<file path="config.mk">
export PLATFORM = sky130hd
export DESIGN_NAME = controle_medicao
export DESIGN_NICKNAME = d
export VERILOG_FILES = /design/src/rtl/controle_medicao_pkg.sv /design/src/rtl/controle_medicao_contador_espera.sv /design/src/rtl/controle_medicao.sv
export SDC_FILE = /design/constraint.sdc
export NUM_CORES = 1
export LEC_CHECK = 0
export CORE_MARGIN = 3
export CORE_UTILIZATION = 44
export DETAILED_ROUTE_END_ITERATION = 7
export GPL_ROUTABILITY_DRIVEN = 0
export PLACE_DENSITY = 0.86
export SYNTH_ARGS = -nofsm -noshare
export SYNTH_HDL_FRONTEND = slang
export SYNTH_HIERARCHICAL = 1
export SYNTH_SLANG_ARGS = --single-unit
</file>
<file path="constraint.sdc">
create_clock -name clock -period 2.7 [get_ports clock]
set_clock_uncertainty 0.05 [all_clocks]
set_input_delay 0.54 -clock clock [delete_from_list [all_inputs] [get_ports clock]]
set_output_delay 0.54 -clock clock [all_outputs]
set_load 0.01 [all_outputs]
</file>
<file path="src/rtl/controle_medicao_pkg.sv">
// Shared types and constants for the level-measurement sequencer.
// State encoding, classifier class codes, sample index width and a
// saturating increment used by the round and sample counters.
package controle_medicao_pkg;

  localparam int ESTADO_W = 4;
  localparam int IDX_W    = 2;

  typedef enum logic [ESTADO_W-1:0] {
    OCIOSO     = 4'd0,
    LIMPA      = 4'd1,
    PEDE       = 4'd2,
    ESPERA     = 4'd3,
    INTERVALO  = 4'd4,
    CLASSIFICA = 4'd5,
    AGUARDA    = 4'd6,
    AVALIA     = 4'd7,
    CONCLUI    = 4'd8,
    FALHA      = 4'd9,
    ERRO       = 4'd10
  } estado_t;

  localparam logic [2:0] CLASSE_BAIXO   = 3'b001;
  localparam logic [2:0] CLASSE_NORMAL  = 3'b100;
  localparam logic [2:0] CLASSE_ALTO    = 3'b010;
  localparam logic [2:0] CLASSE_CRITICO = 3'b011;

  // Counters stop at all-ones instead of wrapping back to zero.
  function automatic logic [IDX_W-1:0] inc_sat(input logic [IDX_W-1:0] v);
    if (v == {IDX_W{1'b1}}) begin
      return v;
    end else begin
      return v + {{(IDX_W-1){1'b0}}, 1'b1};
    end
  endfunction

endpackage

</file>
<file path="src/rtl/controle_medicao_contador_espera.sv">
// Loadable down-counter with a done flag. A single instance serves both the
// sample timeout and the inter-sample interval, which never overlap.
module contador_espera
  import controle_medicao_pkg::*;
#(
  parameter int LARGURA = 16
) (
  input  logic               clock,
  input  logic               zera_n,
  input  logic               carregar,
  input  logic [LARGURA-1:0] valor,
  output logic               fim
);

  logic [LARGURA-1:0] contagem;

  // Load a fresh wait length, otherwise count down and stop at zero.
  always_ff @(posedge clock) begin
    if (!zera_n) begin
      contagem <= '0;
    end else if (carregar) begin
      contagem <= valor;
    end else if (contagem != '0) begin
      contagem <= contagem - LARGURA'(1);
    end
  end

  assign fim = (contagem == '0);

endmodule

</file>
<file path="src/rtl/controle_medicao.sv">
// Top-level sequencer of the measurement path: requests three spaced sensor
// samples, runs the classifier, retries discarded or timed-out rounds and
// publishes the final average and class.
// Optional feature: define MODO_CONTINUO_EN to add the 'continuo' input,
// which restarts a new measurement after each publish instead of idling.
module controle_medicao
  import controle_medicao_pkg::*;
#(
  parameter int MAX_TENTATIVAS   = 3,
  parameter int TIMEOUT_CICLOS   = 50000,
  parameter int INTERVALO_CICLOS = 1000
) (
  input  logic        clock,
  input  logic        zera_n,
  input  logic        iniciar,
  input  logic        medida_pronta,
  input  logic [11:0] medida_in,
  input  logic        fim_classificacao,
  input  logic        descartar_medida,
  input  logic [11:0] media_in,
  input  logic [2:0]  classe_in,
`ifdef MODO_CONTINUO_EN
  input  logic        continuo,
`endif
  output logic        pedir_medida,
  output logic [11:0] medida1,
  output logic [11:0] medida2,
  output logic [11:0] medida3,
  output logic        zera_classif,
  output logic        iniciar_classif,
  output logic [11:0] resultado_media,
  output logic [2:0]  resultado_classe,
  output logic        resultado_valido,
  output logic        erro,
  output logic        ocupado,
  output logic [1:0]  tentativas
);

  localparam int MAX_CICLOS = (TIMEOUT_CICLOS > INTERVALO_CICLOS) ? TIMEOUT_CICLOS : INTERVALO_CICLOS;
  localparam int CONT_W     = $clog2(MAX_CICLOS + 1);
  // Loads are one less than the wait length because the zero count is itself a waiting cycle.
  localparam logic [CONT_W-1:0] CARGA_TIMEOUT   = CONT_W'(TIMEOUT_CICLOS - 1);
  localparam logic [CONT_W-1:0] CARGA_INTERVALO = CONT_W'(INTERVALO_CICLOS - 1);
  localparam logic [1:0]        LIMITE          = 2'(MAX_TENTATIVAS);

  estado_t            estado;
  estado_t            proximo;
  logic [IDX_W-1:0]   idx;
  logic [IDX_W-1:0]   idx_inc;
  logic [1:0]         tentativas_inc;
  logic               espera_fim;
  logic               carregar;
  logic [CONT_W-1:0]  carga;
  logic               modo_continuo;

`ifdef MODO_CONTINUO_EN
  assign modo_continuo = continuo;
`else
  assign modo_continuo = 1'b0;
`endif

  assign idx_inc        = inc_sat(idx);
  assign tentativas_inc = inc_sat(tentativas);

  contador_espera #(.LARGURA(CONT_W)) u_espera (
    .clock    (clock),
    .zera_n   (zera_n),
    .carregar (carregar),
    .valor    (carga),
    .fim      (espera_fim)
  );

  // Next-state decode; also loads the shared wait counter on entry to a wait.
  always_comb begin
    proximo  = estado;
    carregar = 1'b0;
    carga    = '0;
    case (estado)
      OCIOSO: begin
        if (iniciar) proximo = LIMPA;
        else         proximo = OCIOSO;
      end
      LIMPA: proximo = PEDE;
      PEDE: begin
        proximo  = ESPERA;
        carregar = 1'b1;
        carga    = CARGA_TIMEOUT;
      end
      ESPERA: begin
        // A sample arriving on the last timeout cycle still counts.
        if (medida_pronta) begin
          if (idx_inc == 2'd3) begin
            proximo = CLASSIFICA;
          end else begin
            proximo  = INTERVALO;
            carregar = 1'b1;
            carga    = CARGA_INTERVALO;
          end
        end else if (espera_fim) begin
          proximo = FALHA;
        end else begin
          proximo = ESPERA;
        end
      end
      INTERVALO: begin
        if (espera_fim) proximo = PEDE;
        else            proximo = INTERVALO;
      end
      CLASSIFICA: proximo = AGUARDA;
      AGUARDA: begin
        if (fim_classificacao) proximo = AVALIA;
        else                   proximo = AGUARDA;
      end
      AVALIA: begin
        if (descartar_medida) proximo = FALHA;
        else                  proximo = CONCLUI;
      end
      CONCLUI: begin
        if (modo_continuo) begin
          proximo  = INTERVALO;
          carregar = 1'b1;
          carga    = CARGA_INTERVALO;
        end else begin
          proximo = OCIOSO;
        end
      end
      FALHA: begin
        if (tentativas_inc == LIMITE) proximo = ERRO;
        else                          proximo = LIMPA;
      end
      ERRO: begin
        if (iniciar) proximo = LIMPA;
        else         proximo = ERRO;
      end
      default: proximo = OCIOSO;
    endcase
  end

  // State register.
  always_ff @(posedge clock) begin
    if (!zera_n) begin
      estado <= OCIOSO;
    end else begin
      estado <= proximo;
    end
  end

  // Sample latches, round counter and published result.
  always_ff @(posedge clock) begin
    if (!zera_n) begin
      idx              <= '0;
      tentativas       <= 2'd0;
      medida1          <= 12'd0;
      medida2          <= 12'd0;
      medida3          <= 12'd0;
      resultado_media  <= 12'd0;
      resultado_classe <= 3'd0;
      resultado_valido <= 1'b0;
    end else begin
      resultado_valido <= (estado == CONCLUI);
      case (estado)
        LIMPA: idx <= '0;
        ESPERA: begin
          if (medida_pronta) begin
            case (idx)
              2'd0:    medida1 <= medida_in;
              2'd1:    medida2 <= medida_in;
              2'd2:    medida3 <= medida_in;
              default: ;
            endcase
            idx <= idx_inc;
          end
        end
        CONCLUI: begin
          resultado_media  <= media_in;
          resultado_classe <= classe_in;
          tentativas       <= 2'd0;
          idx              <= '0;
        end
        FALHA: tentativas <= tentativas_inc;
        ERRO: begin
          if (iniciar) tentativas <= 2'd0;
        end
        default: ;
      endcase
    end
  end

  assign pedir_medida    = (estado == PEDE);
  assign iniciar_classif = (estado == CLASSIFICA);
  assign zera_classif    = ~zera_n | (estado == LIMPA);
  assign erro            = (estado == ERRO);
  assign ocupado         = (estado != OCIOSO) && (estado != ERRO);

endmodule

</file>
==> metrics.txt, run 1 <==
status finished clean; grt total ovfl 0; number of global-route vias before repair 2808; hold violation total from the final report 0; Clock transition at path regs 80 ps; Chip Height 95.11 µm; mux contribution to synthesized area 10.64%; Hold Buf Count CTS 0; crit path buf inv count 3; final hold slack 418.9 ps; Max Cap Viol 0; DRT antenna net count 0; reg-to-reg endpoint estado[2]; pin count of the biggest net entering global routing 74; # setup viols final 0; first-pass iteration count of the detailed router 4; R2R cell count 9; crit path from estado[0]; Worst Tran Pin Value 633.8 ps; worst setup path category reg -> out; class of the worst hold path reg -> reg; Post-synth EDFFs 0; most frequent cells in the layout clkdlybuf4s50_1, dfxtp_1, nand2_1; cell mode on critical path buf_4; core area 7486 µm²; crit share post-route 93.44%; commonest register cell after synthesis dfxtp_1; Synth Register Bits 76; post-synth cell types 59; share of cells above drive strength 1 7.724%; leakage power 1.783 nW; CTS Root Cell clkbuf_8; slowest cell on the critical path clkdlybuf4s50_1; min cycle time layout 2523 ps; worst vdd ir 0.3679 mV; CP endpoint pedir_medida; pwr/cell area 706.6 nW/µm²; remaining routing DRC violations 0; clock group share of total power 29.8%; post-synthesis sequential area ratio 43.55%; largest family of logic cells by synthesized area simple AND/OR/NAND/NOR gates; CP max stage delay 550 ps; internal reg-to-reg setup slack 180 ps; Synth async-reset ratio 0%; Starting Density 46.67%; cts bufs inserted 9; row count 31; Post-Syn Area per Cell 9.193 µm²; vias per cell 5.175; fin area 4735 µm²; first-pass GRT wire length 13320 µm; combinational power share 29.7%; IO Port Bufs 91; CP Max Fanout 15; Ports 92; Critical Path RT 2110 ps; Design Power 0.003345 W; Seq. cell area 1521 µm²; CP endpoint kind output port; Diodes inserted 0; post-synthesis instance total 380; Top Family by Delay on Critical Path buffers and inverters; max-slew violations 0; Post-Syn Area 3493 µm²; Final HPWL DP 5956 µm; Setup crit start kind flip-flop; Synth Area in Compound Gates 14.04%; Net Sw Power 0.001111 W; Post-CTS Resized 0; Yosys warning total 6; most common cell after layout, fill and taps aside clkdlybuf4s50_1; multi-input combinational cell area 1831 µm²; fmax 396.4 MHz; crit-path cells buf_4, nand2b_1, nor3_1, buf_4, clkdlybuf4s50_1; worst r2r src u_espera/contagem[0]; Skew-Pair Late Insertion Delay 350 ps; Setup TNS 0 ps; clock sink count 76; Avg WL per Cell 14.51 µm; number of H-tree levels 3; GRT Util Overall 18.78%; Die ar. 9045 µm²; Die X 95.11 µm; FILL cells 608; initial antenna violation count 0; Synth Area in XOR/XNOR 2.758%; TritonCTS clock tree done; internal cell power 0.002234 W; unrepaired setup endpoints after global routing no; Final #Nets 508; simple-gate share of the synthesized area 23.57%; adder and majority cell fraction of the synthesized area 0.6447%; DRT Wirelength 8386 µm; crit path DAT 1930 ps; Max clock buf depth 2; Seq pwr share 40.5%; total setup buffers inserted after CTS 0; relative slew slack 57.36%; Vias 2991; Detailed Route Iter0 Violations 123; P&R area growth vs syn 35.53%; critical path depth 5; Sw Ratio 33.21%; post-place instance area 4506 µm²
-- area by class of cell --
type / instances / area share (%)
multi-input combinational: 275 / 38.66
tap: 99 / 2.616
clock buffer: 9 / 2.616
clock inverter: 7 / 2.220
sequential: 76 / 32.14
timing repair buffer: 103 / 21.04
inverter: 9 / 0.7135
-- layer usage --
layer / vias up / track usage (%) / wire [µm]
li1: 1498 / - / -
met1: 1399 / 23.08 / 3583
met2: 85 / 31.02 / 4202
met3: 9 / 6.472 / 519
met4: 0 / 5.529 / 81
met5: - / 0 / 0
-- worst min-delay path by stage --
stage                               from                    to  slack [ps]  cells past startpoint
floorplan           u_espera/contagem[6]  u_espera/contagem[6]         420                      2
global placement      resultado_media[2]    resultado_media[2]         400                      2
detailed placement    resultado_media[8]    resultado_media[8]         410                      2
CTS                   resultado_media[5]    resultado_media[5]         420                      2
global route          resultado_media[5]    resultado_media[5]         440                      2
finish                resultado_media[8]    resultado_media[8]         420                      2
-- worst min-delay path: cells and delay by family (launching register included) --
kind               cells  cell delay [ps]
DFF                    1              320
AOI/OAI and AO/OA      1               60
and+or+nand+nor        1               50
-- power by group through the flow --
stage / Clock, W / Sequential, W / Combinational, W
finish: 0.000996 / 0.00135 / 0.000995
CTS: 0.00102 / 0.00135 / 0.000985
global placement: 0 / 0.00137 / 0.000953
detailed placement: 0 / 0.00137 / 0.000980
global route: 0.00106 / 0.00137 / 0.00110
floorplan: 0 / 0.00135 / 0.000793
-- cell families (layout without fill, tap and decap cells) --
logic type / after synthesis / count (layout)
and+or+nand+nor: 149 / 149
DFF: 76 / 76
AOI/OAI and AO/OA: 69 / 69
muxes: 37 / 37
buffers and inverters: 35 / 128
xor gates and xnor gates: 11 / 11
adders and majority gates: 2 / 2
other: 1 / 7
-- stage by stage --
step | std cells | worst slack (ps) | utilization (%)
finish | 578 | 177.1 | 63.25
global route | 578 | 35.74 | 63.25
CTS | 578 | 163.6 | 63.25
detailed placement | 562 | 175.4 | 60.19
global placement | 562 | 269.4 | 60.19
floorplan | 386 | 195.8 | -
-- synthesized netlist by cell type (4+ instances only) --
master	count	area [µm²]
dfxtp_1	76	1521
nand2_1	46	172.7
nor2b_1	41	256.5
mux2i_1	36	360.4
a21boi_0	17	127.6
o21ai_0	17	85.08
clkbuf_1	15	56.30
nor2_1	10	37.54
nor3_1	10	50.05
xnor2_1	9	78.83
inv_1	8	30.03
nand2b_1	8	50.05
nand3_1	8	40.04
a21oi_1	5	25.02
buf_2	5	25.02
nor4_1	4	25.02
-- sequential cells by signal, summed over array words and instances (netlist names) --
| name | cells |
|---|---|
| estado | 4 |
| idx | 2 |
| medida1 | 12 |
| medida2 | 12 |
| medida3 | 12 |
| resultado_classe | 3 |
| resultado_media | 12 |
| resultado_valido | 1 |
| tentativas | 2 |
| u_espera/contagem | 16 |
Note: power is estimated with default switching activity, not from simulation.
==> run 2, diff against run 1 <==
--- a/config.mk
+++ b/config.mk
@@ -5,6 +5,8 @@
 export SDC_FILE = /design/constraint.sdc
 export NUM_CORES = 1
 export LEC_CHECK = 0
+export CAP_MARGIN = 20
+export CORE_ASPECT_RATIO = 1.25
 export CORE_MARGIN = 3
 export CORE_UTILIZATION = 44
 export DETAILED_ROUTE_END_ITERATION = 7
==> run 2 against run 1 <==
Compared with the run above: core utilization decreased by 0.89 points; largest cell class unchanged; clock power decreased by 16%; via count increased by 1.1%; largest power group unchanged; sequential cell count unchanged; setup slack got worse by 17 ps; critical path type unchanged; routed wire length increased by 4.5%; final cell count decreased by 1.0%; critical path depth decreased by 2; first-iteration DRC count increased by 79%.
==> metrics.txt, run 2 (same netlist as run 1, synthesis figures left out) <==
IO Port Bufs 91; Setup crit start kind flip-flop; grt total ovfl 0; internal cell power 0.002055 W; first-pass GRT wire length 14590 µm; pin count of the biggest net entering global routing 74; number of global-route vias before repair 3082; status finished clean; TritonCTS clock tree done; # setup viols final 0; Hold Buf Count CTS 0; Top Family by Delay on Critical Path buffers and inverters; unrepaired setup endpoints after global routing no; Seq pwr share 42.0%; Final Util 62.36%; slowest cell on the critical path clkdlybuf4s50_1; Sw Ratio 36.08%; total setup buffers inserted after CTS 0; DRT antenna net count 0; DRT Wirelength 8763 µm; P&R area growth vs syn 34.46%; crit-path cells nand2b_1, o31ai_1, clkdlybuf4s50_1; crit path buf inv count 1; share of cells above drive strength 1 7.917%; pwr/cell area 684.5 nW/µm²; CP Max Fanout 5; Die ar. 9051 µm²; Ports 92; min cycle time layout 2540 ps; fmax 393.7 MHz; Final #Nets 509; CTS Root Cell clkbuf_8; cts bufs inserted 9; max-slew violations 0; most frequent cells in the layout clkdlybuf4s50_1, dfxtp_1, nand2_1; max FFs per register 16; CP endpoint kind output port; crit path from estado[1]; relative slew slack 57.08%; most common cell after layout, fill and taps aside clkdlybuf4s50_1; worst vdd ir 0.5701 mV; Post-CTS Resized 0; clock group share of total power 26.1%; crit path DAT 1950 ps; leakage power 1.767 nW; GRT Util Overall 20.09%; Starting Density 46.38%; row count 35; Top reg by flops u_espera/contagem; Vias 3024; combinational power share 31.9%; min-delay src resultado_media[5]; Clock transition at path regs 90 ps; Final HPWL DP 6166 µm; vias per cell 5.287; Skew-Pair Late Insertion Delay 350 ps; hold violation total from the final report 0; initial antenna violation count 0; Net Sw Power 0.001160 W; Critical Path RT 2110 ps; CP max stage delay 660 ps; core area 7532 µm²; class of the worst hold path reg -> reg; Max clock buf depth 2; Detailed Route Iter0 Violations 220; first-pass iteration count of the detailed router 5; Diodes inserted 0; crit share post-route 94.07%; multi-input combinational cell area 1831 µm²; FILL cells 619; Worst Tran Pin Value 637.9 ps; Seq. cell area 1521 µm²; remaining routing DRC violations 0; Setup TNS 0 ps; Chip Height 105.6 µm; Avg WL per Cell 15.32 µm; Die X 85.70 µm; worst setup path category reg -> out; internal reg-to-reg setup slack 240 ps; worst r2r src u_espera/contagem[0]; Max Cap Viol 0; Design Power 0.003215 W; clock sink count 76; number of H-tree levels 3
-- run 2: power groups by stage --
stage	Combinational (W)	Sequential, W	Clock [W]
after floorplan	0.000793	0.00135	0
after global placement	0.000963	0.00137	0
after detailed placement	0.00100	0.00137	0
after CTS	0.00101	0.00135	0.000859
after global routing	0.00113	0.00137	0.000916
final	0.00103	0.00135	0.000839
-- run 2: cell type report --
class	count	share of cell area, %
multi-input cells	275	38.97
flip-flops and latches	76	32.39
repair buffers	104	21.36
clock buffers	9	2.637
well taps	92	2.451
clock inverters	7	1.465
inverters	9	0.7192
-- run 2: path summary, 6_finish.rpt --
| kind | to | cells past startpoint |
|---|---|---|
| min | resultado_media[5] | 2 |
| max reg2reg | estado[2] | 9 |
| max | zera_classif | 3 |
| min reg2reg | resultado_media[5] | 2 |
-- run 2: metrics by stage --
| step | instances | hold slack (ps) | instance area (µm²) | setup WS, ps |
|---|---|---|---|---|
| 3_3_place_gp | 556 | 402.4 | 4504 | 285.8 |
| 4_1_cts | 572 | 421.7 | 4697 | 176.1 |
| 3_5_place_dp | 556 | 410.2 | 4504 | 223.8 |
| 6_report | 572 | 417.4 | 4697 | 160.2 |
| 5_1_grt | 572 | 437.4 | 4697 | 42.84 |
| 2_1_floorplan | 386 | 419.4 | 3516 | 195.8 |
-- run 2: tightest hold or removal path: stages (launching register included) --
cell and delay, ps:
dfxtp_1 320, nand2_1 50, a21boi_0 60
-- run 2: per-layer routing --
metal / GRT usage (%) / part of all wire (%) / routed length [µm] / vias up
met5: 0 / 0 / 0 / -
met4: 6.222 / 1.6 / 142 / 0
met3: 6.802 / 6.3 / 552 / 16
met1: 22.99 / 40 / 3511 / 1425
met2: 34.89 / 52 / 4556 / 80
li1: - / - / - / 1503
